## src/rtl/clock_pkg.sv

```systemverilog
`default_nettype none
// ============================================================================
//  Module      : clock_pkg
//  Description : Shared mode codes, cursor codes, BCD digit limits and
//                digit-step helpers for the clock controller.
//  Revision    : 1.0 - initial release
// ============================================================================
package clock_pkg;

    // Mode encoding; 2'b11 is never entered on purpose
    localparam logic [1:0] NORMAL_MODE    = 2'b00;
    localparam logic [1:0] CLOCK_SET_MODE = 2'b01;
    localparam logic [1:0] ALARM_SET_MODE = 2'b10;
    localparam logic [1:0] MODE_ILLEGAL   = 2'b11;

    // Cursor encoding
    localparam logic [2:0] POS_NONE = 3'd0;
    localparam logic [2:0] POS_HT   = 3'd1;
    localparam logic [2:0] POS_HO   = 3'd2;
    localparam logic [2:0] POS_MT   = 3'd3;
    localparam logic [2:0] POS_MO   = 3'd4;
    localparam logic [2:0] POS_ST   = 3'd5;
    localparam logic [2:0] POS_SO   = 3'd6;

    // Digit limits
    localparam logic [3:0] ONES_MAX         = 4'd9;
    localparam logic [2:0] MIN_TENS_MAX     = 3'd5;
    localparam logic [2:0] SEC_TENS_MAX     = 3'd5;
    localparam logic [1:0] HOUR_TENS_MAX    = 2'd2;
    localparam logic [3:0] HOUR_ONES_MAX_HI = 4'd3;

    // Wrap-around step of a single digit, no carry out
    function automatic logic [3:0] step4(input logic [3:0] d, input logic [3:0] max);
        return (d >= max) ? 4'd0 : d + 4'd1;
    endfunction

    function automatic logic [2:0] step3(input logic [2:0] d, input logic [2:0] max);
        return (d >= max) ? 3'd0 : d + 3'd1;
    endfunction

    function automatic logic [1:0] step2(input logic [1:0] d, input logic [1:0] max);
        return (d >= max) ? 2'd0 : d + 2'd1;
    endfunction

    // Hour ones may only reach 3 once hour tens is 2
    function automatic logic [3:0] hour_ones_max(input logic [1:0] ht);
        return (ht == HOUR_TENS_MAX) ? HOUR_ONES_MAX_HI : ONES_MAX;
    endfunction

endpackage
`default_nettype wire

```

## src/rtl/bcd_time_counter.sv

```systemverilog
`default_nettype none
// ============================================================================
//  Module      : bcd_time_counter
//  Description : Six BCD time digits with a 1 Hz carry chain and a per-digit
//                increment port. Also exposes the HH:MM the next tick would
//                produce so the alarm compare can be registered alongside it.
//  Revision    : 1.0 - initial release
// ============================================================================
module bcd_time_counter
    import clock_pkg::*;
(
    input  logic       clk,
    input  logic       rst_n,
    input  logic       i_tick,
    input  logic       i_inc,
    input  logic [2:0] i_sel,
    output logic [1:0] o_hour_tens,
    output logic [3:0] o_hour_ones,
    output logic [2:0] o_min_tens,
    output logic [3:0] o_min_ones,
    output logic [2:0] o_sec_tens,
    output logic [3:0] o_sec_ones,
    output logic [1:0] o_nxt_hour_tens,
    output logic [3:0] o_nxt_hour_ones,
    output logic [2:0] o_nxt_min_tens,
    output logic [3:0] o_nxt_min_ones,
    output logic       o_sec_wrap
);

    logic [1:0] r_ht;
    logic [3:0] r_ho;
    logic [2:0] r_mt;
    logic [3:0] r_mo;
    logic [2:0] r_st;
    logic [3:0] r_so;

    logic       w_so_c, w_st_c, w_mo_c, w_mt_c;
    logic [1:0] w_t_ht;
    logic [3:0] w_t_ho, w_t_mo, w_t_so;
    logic [2:0] w_t_mt, w_t_st;
    logic [1:0] w_ht_step;

    assign w_ht_step = step2(r_ht, HOUR_TENS_MAX);

    // Tick carry chain: value of every digit one second from now
    always_comb begin
        w_so_c = (r_so == ONES_MAX);
        w_st_c = w_so_c && (r_st == SEC_TENS_MAX);
        w_mo_c = w_st_c && (r_mo == ONES_MAX);
        w_mt_c = w_mo_c && (r_mt == MIN_TENS_MAX);
        w_t_so = step4(r_so, ONES_MAX);
        w_t_st = w_so_c ? step3(r_st, SEC_TENS_MAX) : r_st;
        w_t_mo = w_st_c ? step4(r_mo, ONES_MAX) : r_mo;
        w_t_mt = w_mo_c ? step3(r_mt, MIN_TENS_MAX) : r_mt;
        w_t_ht = r_ht;
        w_t_ho = r_ho;
        if (w_mt_c) begin
            if ((r_ht == HOUR_TENS_MAX) && (r_ho == HOUR_ONES_MAX_HI)) begin
                w_t_ht = 2'd0;
                w_t_ho = 4'd0;
            end else if (r_ho == ONES_MAX) begin
                w_t_ht = r_ht + 2'd1;
                w_t_ho = 4'd0;
            end else begin
                w_t_ho = r_ho + 4'd1;
            end
        end
    end

    // Digit registers: tick advances the whole time, inc bumps one digit
    always_ff @(posedge clk or negedge rst_n) begin
        if (!rst_n) begin
            r_ht <= 2'd0;
            r_ho <= 4'd0;
            r_mt <= 3'd0;
            r_mo <= 4'd0;
            r_st <= 3'd0;
            r_so <= 4'd0;
        end else if (i_tick) begin
            r_ht <= w_t_ht;
            r_ho <= w_t_ho;
            r_mt <= w_t_mt;
            r_mo <= w_t_mo;
            r_st <= w_t_st;
            r_so <= w_t_so;
        end else if (i_inc) begin
            case (i_sel)
                POS_HT: begin
                    r_ht <= w_ht_step;
                    if ((w_ht_step == HOUR_TENS_MAX) && (r_ho > HOUR_ONES_MAX_HI))
                        r_ho <= HOUR_ONES_MAX_HI;
                end
                POS_HO:  r_ho <= step4(r_ho, hour_ones_max(r_ht));
                POS_MT:  r_mt <= step3(r_mt, MIN_TENS_MAX);
                POS_MO:  r_mo <= step4(r_mo, ONES_MAX);
                POS_ST:  r_st <= step3(r_st, SEC_TENS_MAX);
                POS_SO:  r_so <= step4(r_so, ONES_MAX);
                default: ;
            endcase
        end
    end

    assign o_hour_tens     = r_ht;
    assign o_hour_ones     = r_ho;
    assign o_min_tens      = r_mt;
    assign o_min_ones      = r_mo;
    assign o_sec_tens      = r_st;
    assign o_sec_ones      = r_so;
    assign o_nxt_hour_tens = w_t_ht;
    assign o_nxt_hour_ones = w_t_ho;
    assign o_nxt_min_tens  = w_t_mt;
    assign o_nxt_min_ones  = w_t_mo;
    assign o_sec_wrap      = w_st_c;

endmodule
`default_nettype wire

```

## src/rtl/clock_time_ctrl.sv

```systemverilog
`default_nettype none
// ============================================================================
//  Module      : clock_time_ctrl
//  Description : Mode FSM, edit cursor, alarm registers and alarm pulse for
//                the clock; time digits live in bcd_time_counter.
//  Revision    : 1.0 - initial release
// ============================================================================
module clock_time_ctrl
    import clock_pkg::*;
#(
    parameter logic [1:0] ALARM_RST_HT = 2'd0,
    parameter logic [3:0] ALARM_RST_HO = 4'd7
) (
    input  logic       clk,
    input  logic       rst_n,
    input  logic       tick_1hz,
    input  logic       key_mode,
    input  logic       key_next,
    input  logic       key_inc,
    input  logic       alarm_en,
    output logic [1:0] mode,
    output logic [2:0] pos,
    output logic [1:0] hour_tens,
    output logic [3:0] hour_ones,
    output logic [2:0] min_tens,
    output logic [3:0] min_ones,
    output logic [2:0] sec_tens,
    output logic [3:0] sec_ones,
    output logic [1:0] alarm_hour_tens,
    output logic [3:0] alarm_hour_ones,
    output logic [2:0] alarm_minute_tens,
    output logic [3:0] alarm_minute_ones,
    output logic       alarm_hit
);

    logic [1:0] r_mode;
    logic [2:0] r_pos;
    logic [1:0] r_aht;
    logic [3:0] r_aho;
    logic [2:0] r_amt;
    logic [3:0] r_amo;
    logic       r_alarm_hit;

    logic       w_inc_eff, w_inc_clock, w_inc_alarm, w_tick_run;
    logic [1:0] w_aht_step;
    logic [1:0] w_nxt_ht;
    logic [3:0] w_nxt_ho;
    logic [2:0] w_nxt_mt;
    logic [3:0] w_nxt_mo;
    logic       w_sec_wrap;
    logic       w_alarm_match;

    // key_mode beats key_next beats key_inc; ticks never run in CLOCK_SET
    assign w_inc_eff   = key_inc && !key_mode && !key_next;
    assign w_inc_clock = w_inc_eff && (r_mode == CLOCK_SET_MODE);
    assign w_inc_alarm = w_inc_eff && (r_mode == ALARM_SET_MODE);
    assign w_tick_run  = tick_1hz && ((r_mode == NORMAL_MODE) || (r_mode == ALARM_SET_MODE));
    assign w_aht_step  = step2(r_aht, HOUR_TENS_MAX);

    // This tick lands on HH:MM:00 equal to the alarm
    assign w_alarm_match = alarm_en && (r_mode == NORMAL_MODE) && w_tick_run && w_sec_wrap
                           && (w_nxt_ht == r_aht) && (w_nxt_ho == r_aho)
                           && (w_nxt_mt == r_amt) && (w_nxt_mo == r_amo);

    bcd_time_counter u_time (
        .clk             (clk),
        .rst_n           (rst_n),
        .i_tick          (w_tick_run),
        .i_inc           (w_inc_clock),
        .i_sel           (r_pos),
        .o_hour_tens     (hour_tens),
        .o_hour_ones     (hour_ones),
        .o_min_tens      (min_tens),
        .o_min_ones      (min_ones),
        .o_sec_tens      (sec_tens),
        .o_sec_ones      (sec_ones),
        .o_nxt_hour_tens (w_nxt_ht),
        .o_nxt_hour_ones (w_nxt_ho),
        .o_nxt_min_tens  (w_nxt_mt),
        .o_nxt_min_ones  (w_nxt_mo),
        .o_sec_wrap      (w_sec_wrap)
    );

    // Mode FSM and edit cursor
    always_ff @(posedge clk or negedge rst_n) begin
        if (!rst_n) begin
            r_mode <= NORMAL_MODE;
            r_pos  <= POS_NONE;
        end else if (r_mode == MODE_ILLEGAL) begin
            r_mode <= NORMAL_MODE;
            r_pos  <= POS_NONE;
        end else if (key_mode) begin
            case (r_mode)
                NORMAL_MODE: begin
                    r_mode <= CLOCK_SET_MODE;
                    r_pos  <= POS_HT;
                end
                CLOCK_SET_MODE: begin
                    r_mode <= ALARM_SET_MODE;
                    r_pos  <= POS_HT;
                end
                default: begin
                    r_mode <= NORMAL_MODE;
                    r_pos  <= POS_NONE;
                end
            endcase
        end else if (key_next) begin
            if (r_mode == CLOCK_SET_MODE)
                r_pos <= (r_pos >= POS_SO) ? POS_HT : r_pos + 3'd1;
            else if (r_mode == ALARM_SET_MODE)
                r_pos <= (r_pos >= POS_MO) ? POS_HT : r_pos + 3'd1;
        end
    end

    // Alarm HH:MM digits, edited only in ALARM_SET
    always_ff @(posedge clk or negedge rst_n) begin
        if (!rst_n) begin
            r_aht <= ALARM_RST_HT;
            r_aho <= ALARM_RST_HO;
            r_amt <= 3'd0;
            r_amo <= 4'd0;
        end else if (w_inc_alarm) begin
            case (r_pos)
                POS_HT: begin
                    r_aht <= w_aht_step;
                    if ((w_aht_step == HOUR_TENS_MAX) && (r_aho > HOUR_ONES_MAX_HI))
                        r_aho <= HOUR_ONES_MAX_HI;
                end
                POS_HO:  r_aho <= step4(r_aho, hour_ones_max(r_aht));
                POS_MT:  r_amt <= step3(r_amt, MIN_TENS_MAX);
                POS_MO:  r_amo <= step4(r_amo, ONES_MAX);
                default: ;
            endcase
        end
    end

    // One-cycle alarm pulse, aligned with the matching time on the outputs
    always_ff @(posedge clk or negedge rst_n) begin
        if (!rst_n)
            r_alarm_hit <= 1'b0;
        else
            r_alarm_hit <= w_alarm_match;
    end

    assign mode              = r_mode;
    assign pos               = r_pos;
    assign alarm_hour_tens   = r_aht;
    assign alarm_hour_ones   = r_aho;
    assign alarm_minute_tens = r_amt;
    assign alarm_minute_ones = r_amo;
    assign alarm_hit         = r_alarm_hit;

endmodule
`default_nettype wire

```

## config.mk

```make
export PLATFORM = sky130hd
export DESIGN_NAME = clock_time_ctrl
export DESIGN_NICKNAME = d
export VERILOG_FILES = /design/src/rtl/clock_pkg.sv /design/src/rtl/bcd_time_counter.sv /design/src/rtl/clock_time_ctrl.sv
export SDC_FILE = /design/constraint.sdc
export NUM_CORES = 1
export LEC_CHECK = 0
export CORE_AREA = 2 2 86 88
export DETAILED_ROUTE_END_ITERATION = 12
export DIE_AREA = 0 0 88 90
export PLACE_DENSITY = 0.65
export SLEW_MARGIN = 20
export SYNTH_ARGS = -nofsm -noshare
export SYNTH_HDL_FRONTEND = slang
export SYNTH_SLANG_ARGS = --single-unit
```

## constraint.sdc

```tcl
create_clock -name clk -period 3.8 [get_ports clk]
set_input_delay 0.38 -clock clk [delete_from_list [all_inputs] [get_ports clk]]
set_output_delay 0.38 -clock clk [all_outputs]
set_load 0.005 [all_outputs]
```

==> results.toml, run 1 <==
[detailed_routing]
wl_per_cell_um = 15.68
dr_wl_met2_um = 3767
finalWirelength_um = 7966
drt_pass1_iterations = 4
route.top_layer_used = "met4"
via_per_inst = 5.663
detail_route.iter0.violations = 267
wl_met1_um = 3683
vias = 2877
met3RoutedLength_um = 413
final_antenna_net_count = 0
final_routed_drc_violation_total = 0

[sta]
layout_worst_path_cycle_share_pct = 66.87
setup_viol_count_final = 0
fmaxAchievable_mhz = 393.5
timing_max_transition_violations_final = 0
hold_violations = 0
fin_skew_ps = 11.18
tns_ps = 0
grt_setup_unrepaired = "false"
tightestPinTransition_ps = 922.9
period_minus_slack_ps = 2541
max_slew_margin_pct = 38.47

[logic_synthesis]
yosysWarningCount = 0
yosys.area.top_type_share_pct = 28.49
synth-seq-cells = 39
synth.area.top_cells = "sky130_fd_sc_hd__dfrtp_1 (28%), sky130_fd_sc_hd__ha_1 (13%), sky130_fd_sc_hd__o21ai_0 (7.0%)"
synth_commonest_cells = "sky130_fd_sc_hd__o21ai_0 (44), sky130_fd_sc_hd__dfrtp_1 (36), sky130_fd_sc_hd__ha_1 (34), sky130_fd_sc_hd__nand2_1 (34), sky130_fd_sc_hd__nor2_1 (24)"
library_cell_with_the_largest_summed_area_after_synthesis = "sky130_fd_sc_hd__dfrtp_1"
synth_most_common_cell = "sky130_fd_sc_hd__o21ai_0"
synth_cells = 362
synthDistinctLibCells = 62
synth.avg_cell_area_um2 = 8.734
synth_seq_area_share_pct = 30.99
synth_nets = 403
post_synth_instance_area_um2 = 3162
yosys_most_used_dff = "sky130_fd_sc_hd__dfrtp_1"
synthArstFlopShare_pct = 100.0
synth_enable_flop_cells = 0

[place]
placement.cell_area_um2 = 3712
place.gp.congestion = 0.9089
dp.final_hpwl_um = 5947
port-buffer-count = 45

[floorplan]
placementRows = 31
die_h_um = 90
die-area_um2 = 7920
die_span_x_um = 88
design.portCount = 46
start_util_pct = 45.04
core_area_um2 = 7020

[grt]
grt_first_pass_wirelength_um = 13190
grt_antenna_before_repair = 0
first_global_vias = 2688
gr-total-overflow = 0
globalRouteTotalUtil_pct = 20.84
largest_net_degree_at_the_start_of_global_routing = 40

[clock_tree]
clock_path_buffers = 2
tritoncts.num_buffers = 5
cts_resized = 0
clock-root-buffer = "sky130_fd_sc_hd__clkbuf_8"
clkSinkCount = 39
clkLatencyLatePin_ps = 300
buffers_inserted_during_post_cts_setup_optimization = 0
tritoncts = "yes"
cts_htree_levels = 2
clk_pin_slew_ps = 80
cts.hold.buffers_added = 0

[layout]
final_layout_net_count = 449
antenna_cells = 0
syn_to_layout_area_delta_pct = 20.10
stdcell_area_um2 = 3797
fillerInstances = 680
final_layout_size_suffix_gt1_share_pct = 9.046

[worst_setup_path]
worst-endpoint-arrival_ps = 2770
critPathLaunchType = "flop"
r2r-start = "u_time.o_min_ones[0]"
worst_path_required_ps = 4030
crit_path_end_kind = "flop"
reg2reg_setup_slack_ps = 1260
critPathLaunch = "u_time.o_min_ones[0]"
critPathKind = "reg2reg"
crit_fanout = 6
critical_path.endpoint = "alarm_hit"
critical_r2r_capture = "alarm_hit"
path_depth_of_the_worst_reg2reg_path = 7

[pwr]
p_leak_nw = 1.625
power.density_cell_area_nw_per_um2 = 482.7
ir_drop_mv = 0.3163

[status]
outcome = "finished, final reports clean"

[run]
max_cap_violations = 0

[worst_hold_path]
min-delay-path-class = "in2async"
==> flip-flops by register name (all words and copies together), names as in the netlist <==
name / flops
u_time.o_min_ones: 4
u_time.o_sec_ones: 4
mode: 2
u_time.o_hour_tens: 2
alarm_minute_tens: 3
alarm_hour_ones: 4
pos: 3
alarm_hit: 1
u_time.o_min_tens: 3
u_time.o_hour_ones: 4
alarm_minute_ones: 4
u_time.o_sec_tens: 3
alarm_hour_tens: 2
==> cell usage in the layout (no fill, tap or decap), types with 13 or more instances in the layout <==
cell                              synthesis  layout
sky130_fd_sc_hd__a21oi_1                 22      22
sky130_fd_sc_hd__clkdlybuf4s50_1          0      44
sky130_fd_sc_hd__dfrtp_1                 36      36
sky130_fd_sc_hd__ha_1                    34      34
sky130_fd_sc_hd__inv_1                   20      20
sky130_fd_sc_hd__nand2_1                 34      34
sky130_fd_sc_hd__nand3_1                 13      13
sky130_fd_sc_hd__nor2_1                  24      24
sky130_fd_sc_hd__o21ai_0                 44      44
==> worst max-delay path, stage by stage, from the launching register on <==
cell and delay [ps]:
sky130_fd_sc_hd__dfrtp_1 450, sky130_fd_sc_hd__ha_1 290, sky130_fd_sc_hd__or3b_2 470, sky130_fd_sc_hd__a21oi_1 230
sky130_fd_sc_hd__xnor2_1 160, sky130_fd_sc_hd__o41ai_1 100, sky130_fd_sc_hd__a2111oi_0 520, sky130_fd_sc_hd__and4_1 270
==> layer usage <==
layer	track usage, %	up-vias
met5	0	-
met4	6.667	0
met3	3.122	9
met2	31.44	94
met1	30.36	1354
li1	-	1420
==> cell families (layout without fill, tap and decap cells) <==
family                   after synthesis  in the layout  share of synthesized area [%]
AO/OA/AOI/OAI                        111            111                          22.91
XOR/XNOR                              11             11                          3.047
adder cells (fa/ha/maj)               34             34                          13.45
buffers and inverters                 29             76                          3.680
flip-flops                            39             39                          30.99
multiplexers                          11             11                          3.720
AND/OR/NAND/NOR                      127            127                          22.20
==> worst min path at each step <==
stage                            start                    to  slack, ps  cells after the start
detailed placement  alarm_hour_ones[1]    alarm_hour_ones[1]        550                      2
global placement    alarm_hour_ones[2]    alarm_hour_ones[2]        540                      2
CTS                              rst_n                pos[1]        250                      1
global route                     rst_n                pos[1]        300                      1
floorplan                        rst_n             alarm_hit         80                      0
finish                           rst_n  u_time.o_sec_ones[2]        220                      1
==> power by group <==
group	internal, W	switching [W]	total, W
clock network	0.000129	0.000156	0.000284
logic	0.000440	0.000419	0.000859
registers	0.000517	0.000172	0.000690
==> metrics by stage <==
stage | hold slack [ps] | setup slack, ps | power, W | utilization (%) | std cells
after detailed placement | 555.0 | 1366 | 0.001556 | 52.88 | 500
after CTS | 245.9 | 1346 | 0.001851 | 54.09 | 508
after global routing | 297.6 | 1151 | 0.001993 | 54.09 | 508
after floorplan | 84.41 | 1628 | 0.001179 | - | 362
final | 216.5 | 1259 | 0.001833 | 54.09 | 508
after global placement | 538.0 | 1412 | 0.001539 | 52.88 | 500
==> final cells by class <==
type	instances	area [um^2]	share of cell area [%]
Clock buffer	6	72.57	1.911
Clock inverter	2	12.51	0.3295
Inverter	20	75.07	1.977
Multi-Input combinational cell	294	2066	54.40
Sequential cell	39	979.7	25.80
Tap cell	99	123.9	3.262
Timing Repair Buffer	48	467.9	12.32
Power figures use the tool's default switching activity.
==> run 2: changes to the inputs <==
--- a/config.mk
+++ b/config.mk
@@ -8,7 +8,7 @@
 export CORE_AREA = 2 2 86 88
 export DETAILED_ROUTE_END_ITERATION = 12
 export DIE_AREA = 0 0 88 90
-export PLACE_DENSITY = 0.65
+export PLACE_DENSITY = 0.68
 export SLEW_MARGIN = 20
 export SYNTH_ARGS = -nofsm -noshare
 export SYNTH_HDL_FRONTEND = slang
==> constraint.sdc (replaced) <==
create_clock -name clk -period 2.2 [get_ports clk]
set_input_delay 0.22 -clock clk [delete_from_list [all_inputs] [get_ports clk]]
set_output_delay 0.22 -clock clk [all_outputs]
set_load 0.005 [all_outputs]
==> run 2 against run 1 <==
Effect of this change: via count rose by 8.4%; count of clock-buffer cells in the layout fell by 1; final area rose by 12%; sequential share of layout area fell by 2.7 points; largest cell class unchanged; largest power group unchanged; maximum frequency rose by 16%; sequential power rose by 57%; critical path depth rose by 2.
==> results.toml, run 2 (synthesis results as in run 1) <==
[grt]
grt_antenna_before_repair = 0
largest_net_degree_at_the_start_of_global_routing = 40
first_global_vias = 2935
gr-total-overflow = 0
globalRouteTotalUtil_pct = 21.69
grt_first_pass_wirelength_um = 13930

[floorplan]
die-area_um2 = 7920
die_h_um = 90
die_span_x_um = 88
design.portCount = 46
start_util_pct = 45.04
placementRows = 31
core_area_um2 = 7020

[worst_setup_path]
worst-endpoint-arrival_ps = 2420
crit_chain = "inv_2, ha_2, buf_4, and3b_2, nand4_4, nor2_1, o32ai_1, a2111oi_1, and4_1"
slowest_stage = "sky130_fd_sc_hd__a2111oi_1"
worst_path_required_ps = 2440
worst_path_largest_cell_delay_ps = 400
critPathKind = "reg2reg"
crit_path_end_kind = "flop"
critPathLaunchType = "flop"
crit_fanout = 5

[sta]
timing_max_transition_violations_final = 0
tns_ps = 0
setup_viol_count_final = 0
max_slew_margin_pct = 64.70
tightestPinTransition_ps = 529.5
period_minus_slack_ps = 2182
worst_hold_slack_ps = 507.2
fmaxAchievable_mhz = 458.3
fin_ws_ps = 18.06
layout_worst_path_cycle_share_pct = 99.18
fin_skew_ps = 4.178
grt_setup_unrepaired = "true"
hold_violations = 0

[pwr]
p_leak_nw = 1.930
power_report.internal_total_w = 0.002072
power.density_cell_area_nw_per_um2 = 815.9
net_sw_power_w = 0.001392
share_clk_of_total_power_pct = 14.6
power.switching_fraction_pct = 40.19
power.sequential.fraction_pct = 31.2
ir_drop_mv = 0.6060
comb_power_share_pct = 54.2

[layout]
stdcell_area_um2 = 4245
final_layout_size_suffix_gt1_share_pct = 21.81
final_cells = 553
antenna_cells = 0
syn_to_layout_area_delta_pct = 34.27
final_layout_net_count = 494
multiInputGateArea_um2 = 2168
final_cell_mix = "sky130_fd_sc_hd__buf_4 (47), sky130_fd_sc_hd__clkdlybuf4s50_1 (44), sky130_fd_sc_hd__o21ai_0 (39)"
mostFrequentLayoutCell = "sky130_fd_sc_hd__buf_4"
final-seq-area_um2 = 980.9
fillerInstances = 636

[clock_tree]
cts_htree_levels = 2
clock-root-buffer = "sky130_fd_sc_hd__clkbuf_8"
tritoncts = "yes"
tritoncts.num_buffers = 5
clk_pin_slew_ps = 90
clkSinkCount = 39
clkLatencyLatePin_ps = 300
clock_path_buffers = 2

[place]
place.gp.congestion = 0.9635
place_worst_setup_slack_ps = -33.67
port-buffer-count = 45
placed_cells_incl_taps = 541
dp.final_hpwl_um = 6217
placement.cell_area_um2 = 4020

[status]
outcome = "finished, final reports clean"

[worst_hold_path]
min-delay-path-class = "in2async"

[detailed_routing]
final_antenna_net_count = 0
finalWirelength_um = 8425
wl_per_cell_um = 15.24
via_per_inst = 5.642
detail_route.iter0.violations = 170
drt_pass1_iterations = 5
final_routed_drc_violation_total = 0
vias = 3120

[run]
max_cap_violations = 0
==> run 2: through the flow <==
step,utilization (%),power [W]
2_1_floorplan,-,0.002037
3_3_place_gp,57.26,0.002840
3_5_place_dp,57.26,0.002885
4_1_cts,59.45,0.003429
5_1_grt,60.47,0.003749
6_report,60.47,0.003464
==> run 2: critical path, delay by kind of cell, from the launching register on <==
| family | cells | cell delay, ps |
|---|---|---|
| flip-flops | 1 | 390 |
| buffers and inverters | 2 | 210 |
| AO/OA/AOI/OAI | 2 | 490 |
| adder cells (fa/ha/maj) | 1 | 180 |
| AND/OR/NAND/NOR | 4 | 830 |
==> run 2: timing repair <==
action / 4_1_cts / 5_1_grt
pin swaps: 3 / 6
hold buffers: 1 / 0
gates resized for setup: 8 / 23
endpoints found under the hold margin: 31 / 0
endpoints found under the setup margin: 1 / 5
setup buffers: 1 / 2
==> run 2: path summary, 6_finish.rpt <==
check | start | end | slack (ps) | cells after the start
setup / recovery | u_time.o_min_ones[1] | alarm_hit | 20 | 9
hold / removal | rst_n | u_time.o_sec_ones[2] | 510 | 3
max in group asynchronous | rst_n | u_time.o_hour_ones[1] | 1300 | 3
min in group clk | alarm_hour_ones[2] | alarm_hour_ones[2] | 550 | 2
hold reg to reg | alarm_hour_ones[2] | alarm_hour_ones[2] | 550 | 2
setup reg to reg | u_time.o_min_ones[1] | alarm_hit | 20 | 9
==> run 2: cell type report <==
| class | count | share of cell area (%) |
|---|---|---|
| multi-input combinational | 294 | 51.08 |
| clock buffer | 5 | 1.621 |
| tap | 99 | 2.918 |
| inverter | 20 | 1.768 |
| timing repair buffer | 93 | 19.04 |
| sequential | 39 | 23.11 |
| clock inverter | 3 | 0.4716 |
==> run 2: power groups by stage <==
stage	combinational (W)	sequential [W]	clock, W
after global routing	0.00210	0.00111	0.000541
final	0.00188	0.00108	0.000506
after CTS	0.00183	0.00108	0.000521
after detailed placement	0.00180	0.00109	0
after floorplan	0.000905	0.00113	0
after global placement	0.00176	0.00108	0
==> run 2: metal layers <==
| metal | vias to the layer above | part of all wire [%] | track usage, % |
|---|---|---|---|
| met5 | - | 0 | 0 |
| met4 | 0 | 1.1 | 5.513 |
| met3 | 11 | 5.3 | 3.857 |
| met2 | 98 | 48 | 34.41 |
| met1 | 1498 | 46 | 30.33 |
| li1 | 1513 | - | - |
==> run 3: changes to the inputs <==
--- a/config.mk
+++ b/config.mk
@@ -5,10 +5,13 @@
 export SDC_FILE = /design/constraint.sdc
 export NUM_CORES = 1
 export LEC_CHECK = 0
-export CORE_AREA = 2 2 86 88
+export ABC_AREA = 1
+export CELL_PAD_IN_SITES_DETAIL_PLACEMENT = 0
+export CELL_PAD_IN_SITES_GLOBAL_PLACEMENT = 1
+export CORE_AREA = 2 2 97 99
 export DETAILED_ROUTE_END_ITERATION = 12
-export DIE_AREA = 0 0 88 90
-export PLACE_DENSITY = 0.68
+export DIE_AREA = 0 0 99 101
+export PLACE_DENSITY = 0.73
 export SLEW_MARGIN = 20
 export SYNTH_ARGS = -nofsm -noshare
 export SYNTH_HDL_FRONTEND = slang
==> run 3 against run 2 <==
Effect of this change: non-clock buffer count down 42; count of clock-buffer cells in the layout up 2; largest power group unchanged; first-iteration DRC count down 22%; critical endpoint unchanged.
==> results.toml, run 3 <==
[status]
outcome = "finished, final reports clean"

[grt]
first_global_vias = 2846
gr-total-overflow = 0
globalRoute.busiestLayer = "met2"
gr-usage-met1_pct = 24.40
grt_first_pass_wirelength_um = 14240
grt_use_met3_pct = 2.011
largest_net_degree_at_the_start_of_global_routing = 25
global_route_track_usage_on_met2_pct = 29.21
grt_antenna_before_repair = 0
globalRouteTotalUtil_pct = 17.41

[worst_setup_path]
crit_top_cell = "sky130_fd_sc_hd__nand2_1"
crit_path_end_kind = "flop"
worst_path_largest_cell_delay_ps = 430
critPathKind = "reg2reg"
slowest_stage = "sky130_fd_sc_hd__dfrtp_1"
crit_chain = "inv_1, ha_1, nand2_1, inv_2, nand3_4, nor2_8, nand2_1, nand3_1, nand2_1, nor2_1, nand3_1, nor2_1"
worst-path-buf-inv = 2
worst-endpoint-arrival_ps = 2180
critPathLaunchType = "flop"
worst_path_required_ps = 2430
path_delay_family = "simple AND/OR/NAND/NOR gates"
crit_fanout = 9

[layout]
final_layout_size_suffix_gt1_share_pct = 6.827
mostFrequentLayoutCell = "sky130_fd_sc_hd__nand2_1"
antenna_cells = 0
layout.core_utilization_pct = 43.19
syn_to_layout_area_delta_pct = 23.07
final_layout_net_count = 538
final_cell_mix = "sky130_fd_sc_hd__nand2_1 (119), sky130_fd_sc_hd__inv_1 (57), sky130_fd_sc_hd__nand3_1 (48)"
final_cells = 609

[detailed_routing]
final_routed_drc_violation_total = 0
via_per_inst = 4.977
wl_per_cell_um = 13.82
finalWirelength_um = 8418
vias = 3031
final_antenna_net_count = 0
drt_pass1_iterations = 4
detail_route.iter0.violations = 133

[place]
dp.final_hpwl_um = 6578
port-buffer-count = 45
place.gp.congestion = 0.8358
placed_cells_incl_taps = 600

[clock_tree]
clock_path_buffers = 2
clkSinkCount = 39
cts_htree_levels = 2
clk_pin_slew_ps = 80
buffers_inserted_during_post_cts_setup_optimization = 0
tritoncts = "yes"
clkLatencyLatePin_ps = 290
clock-root-buffer = "sky130_fd_sc_hd__clkbuf_8"
tritoncts.num_buffers = 5

[floorplan]
core_area_um2 = 8977
die_h_um = 101
design.portCount = 46
die_span_x_um = 99
placementRows = 35
start_util_pct = 35.09
die-area_um2 = 9999

[logic_synthesis]
post_synth_instance_area_um2 = 3151
synth_commonest_cells = "sky130_fd_sc_hd__nand2_1 (119), sky130_fd_sc_hd__inv_1 (58), sky130_fd_sc_hd__nand3_1 (48)"
synth-seq-cells = 39
yosys_most_used_dff = "sky130_fd_sc_hd__dfrtp_1"
synth_enable_flop_cells = 0
synthArstFlopShare_pct = 100.0
library_cell_with_the_largest_summed_area_after_synthesis = "sky130_fd_sc_hd__dfrtp_1"
synth_seq_area_share_pct = 31.10
synth_cells = 441
synth.avg_cell_area_um2 = 7.144
yosys.area.top_type_share_pct = 28.59
synth_nets = 482
yosysWarningCount = 0
synth_most_common_cell = "sky130_fd_sc_hd__nand2_1"
synth.area.top_cells = "sky130_fd_sc_hd__dfrtp_1 (29%), sky130_fd_sc_hd__nand2_1 (14%), sky130_fd_sc_hd__ha_1 (14%)"
synthDistinctLibCells = 35

[sta]
setup_viol_count_final = 0
fin_skew_ps = 4.940
layout_worst_path_cycle_share_pct = 88.71
worst_hold_slack_ps = 375.7
grt_setup_unrepaired = "false"
tns_ps = 0
hold_violations = 0
timing_max_transition_violations_final = 0
max_slew_margin_pct = 67.49
period_minus_slack_ps = 1952
fmaxAchievable_mhz = 512.4
tightestPinTransition_ps = 485.9

[pwr]
power.density_cell_area_nw_per_um2 = 1107
p_leak_nw = 1.920
ir_drop_mv = 0.4884

[worst_hold_path]
min-delay-path-class = "in2async"

[run]
max_cap_violations = 0
[run 3: metal layers]
metal	routed length [um]	vias up	share of wire, %
met2	3935	51	47
met5	0	-	0
met4	64	0	0.76
met3	226	6	2.7
met1	4191	1402	50
li1	-	1572	-
[run 3: path summary, 6_finish.rpt]
| check | to | slack, ps | cells past startpoint | start |
|---|---|---|---|---|
| max in group asynchronous | alarm_hour_ones[0] | 1090 | 3 | rst_n |
| worst min-delay path | u_time.o_sec_ones[2] | 380 | 2 | rst_n |
| worst max register to register | alarm_hit | 250 | 12 | u_time.o_sec_tens[1] |
| worst max-delay path | alarm_hit | 250 | 12 | u_time.o_sec_tens[1] |
| worst min register to register | u_time.o_sec_tens[2] | 530 | 2 | u_time.o_sec_tens[2] |
| min in group clk | u_time.o_sec_tens[2] | 530 | 2 | u_time.o_sec_tens[2] |
[run 3: area by class of cell]
| class | count | area, um^2 |
|---|---|---|
| clock inverter | 1 | 5.005 |
| sequential | 39 | 979.7 |
| fill | 944 | 5100 |
| tap | 111 | 138.9 |
| clock buffer | 7 | 76.32 |
| multi-input combinational | 338 | 1939 |
| inverter | 62 | 232.7 |
| timing repair buffer | 51 | 505.5 |
[run 3: what timing repair did]
item	CTS	global route
hold endpoints to repair	15	0
setup endpoints to repair	0	1
gates resized for setup	0	3
hold buffers	1	0
[run 3: cell families after synthesis]
kind of cell | after synthesis | synth area share (%)
buffers and inverters | 64 | 7.664
adders and majority gates | 34 | 13.50
DFF | 39 | 31.10
and+or+nand+nor | 230 | 32.65
muxes | 1 | 0.3177
AOI/OAI and AO/OA | 68 | 13.38
xor gates and xnor gates | 5 | 1.390
[run 3: where the power goes]
group	internal [W]	switching, W
Combinational	0.00111	0.00133
Sequential	0.000971	0.000387
Clock	0.000223	0.000273
[run 3: stage by stage]
| step | power (W) | instance area, um^2 | setup slack (ps) |
|---|---|---|---|
| 2_1_floorplan | 0.002781 | 3151 | 495.5 |
| 3_3_place_gp | 0.003777 | 3776 | 210.6 |
| 3_5_place_dp | 0.003797 | 3776 | 213.2 |
| 4_1_cts | 0.004316 | 3867 | 189.7 |
| 5_1_grt | 0.004737 | 3877 | 37.95 |
| 6_report | 0.004291 | 3877 | 248.3 |
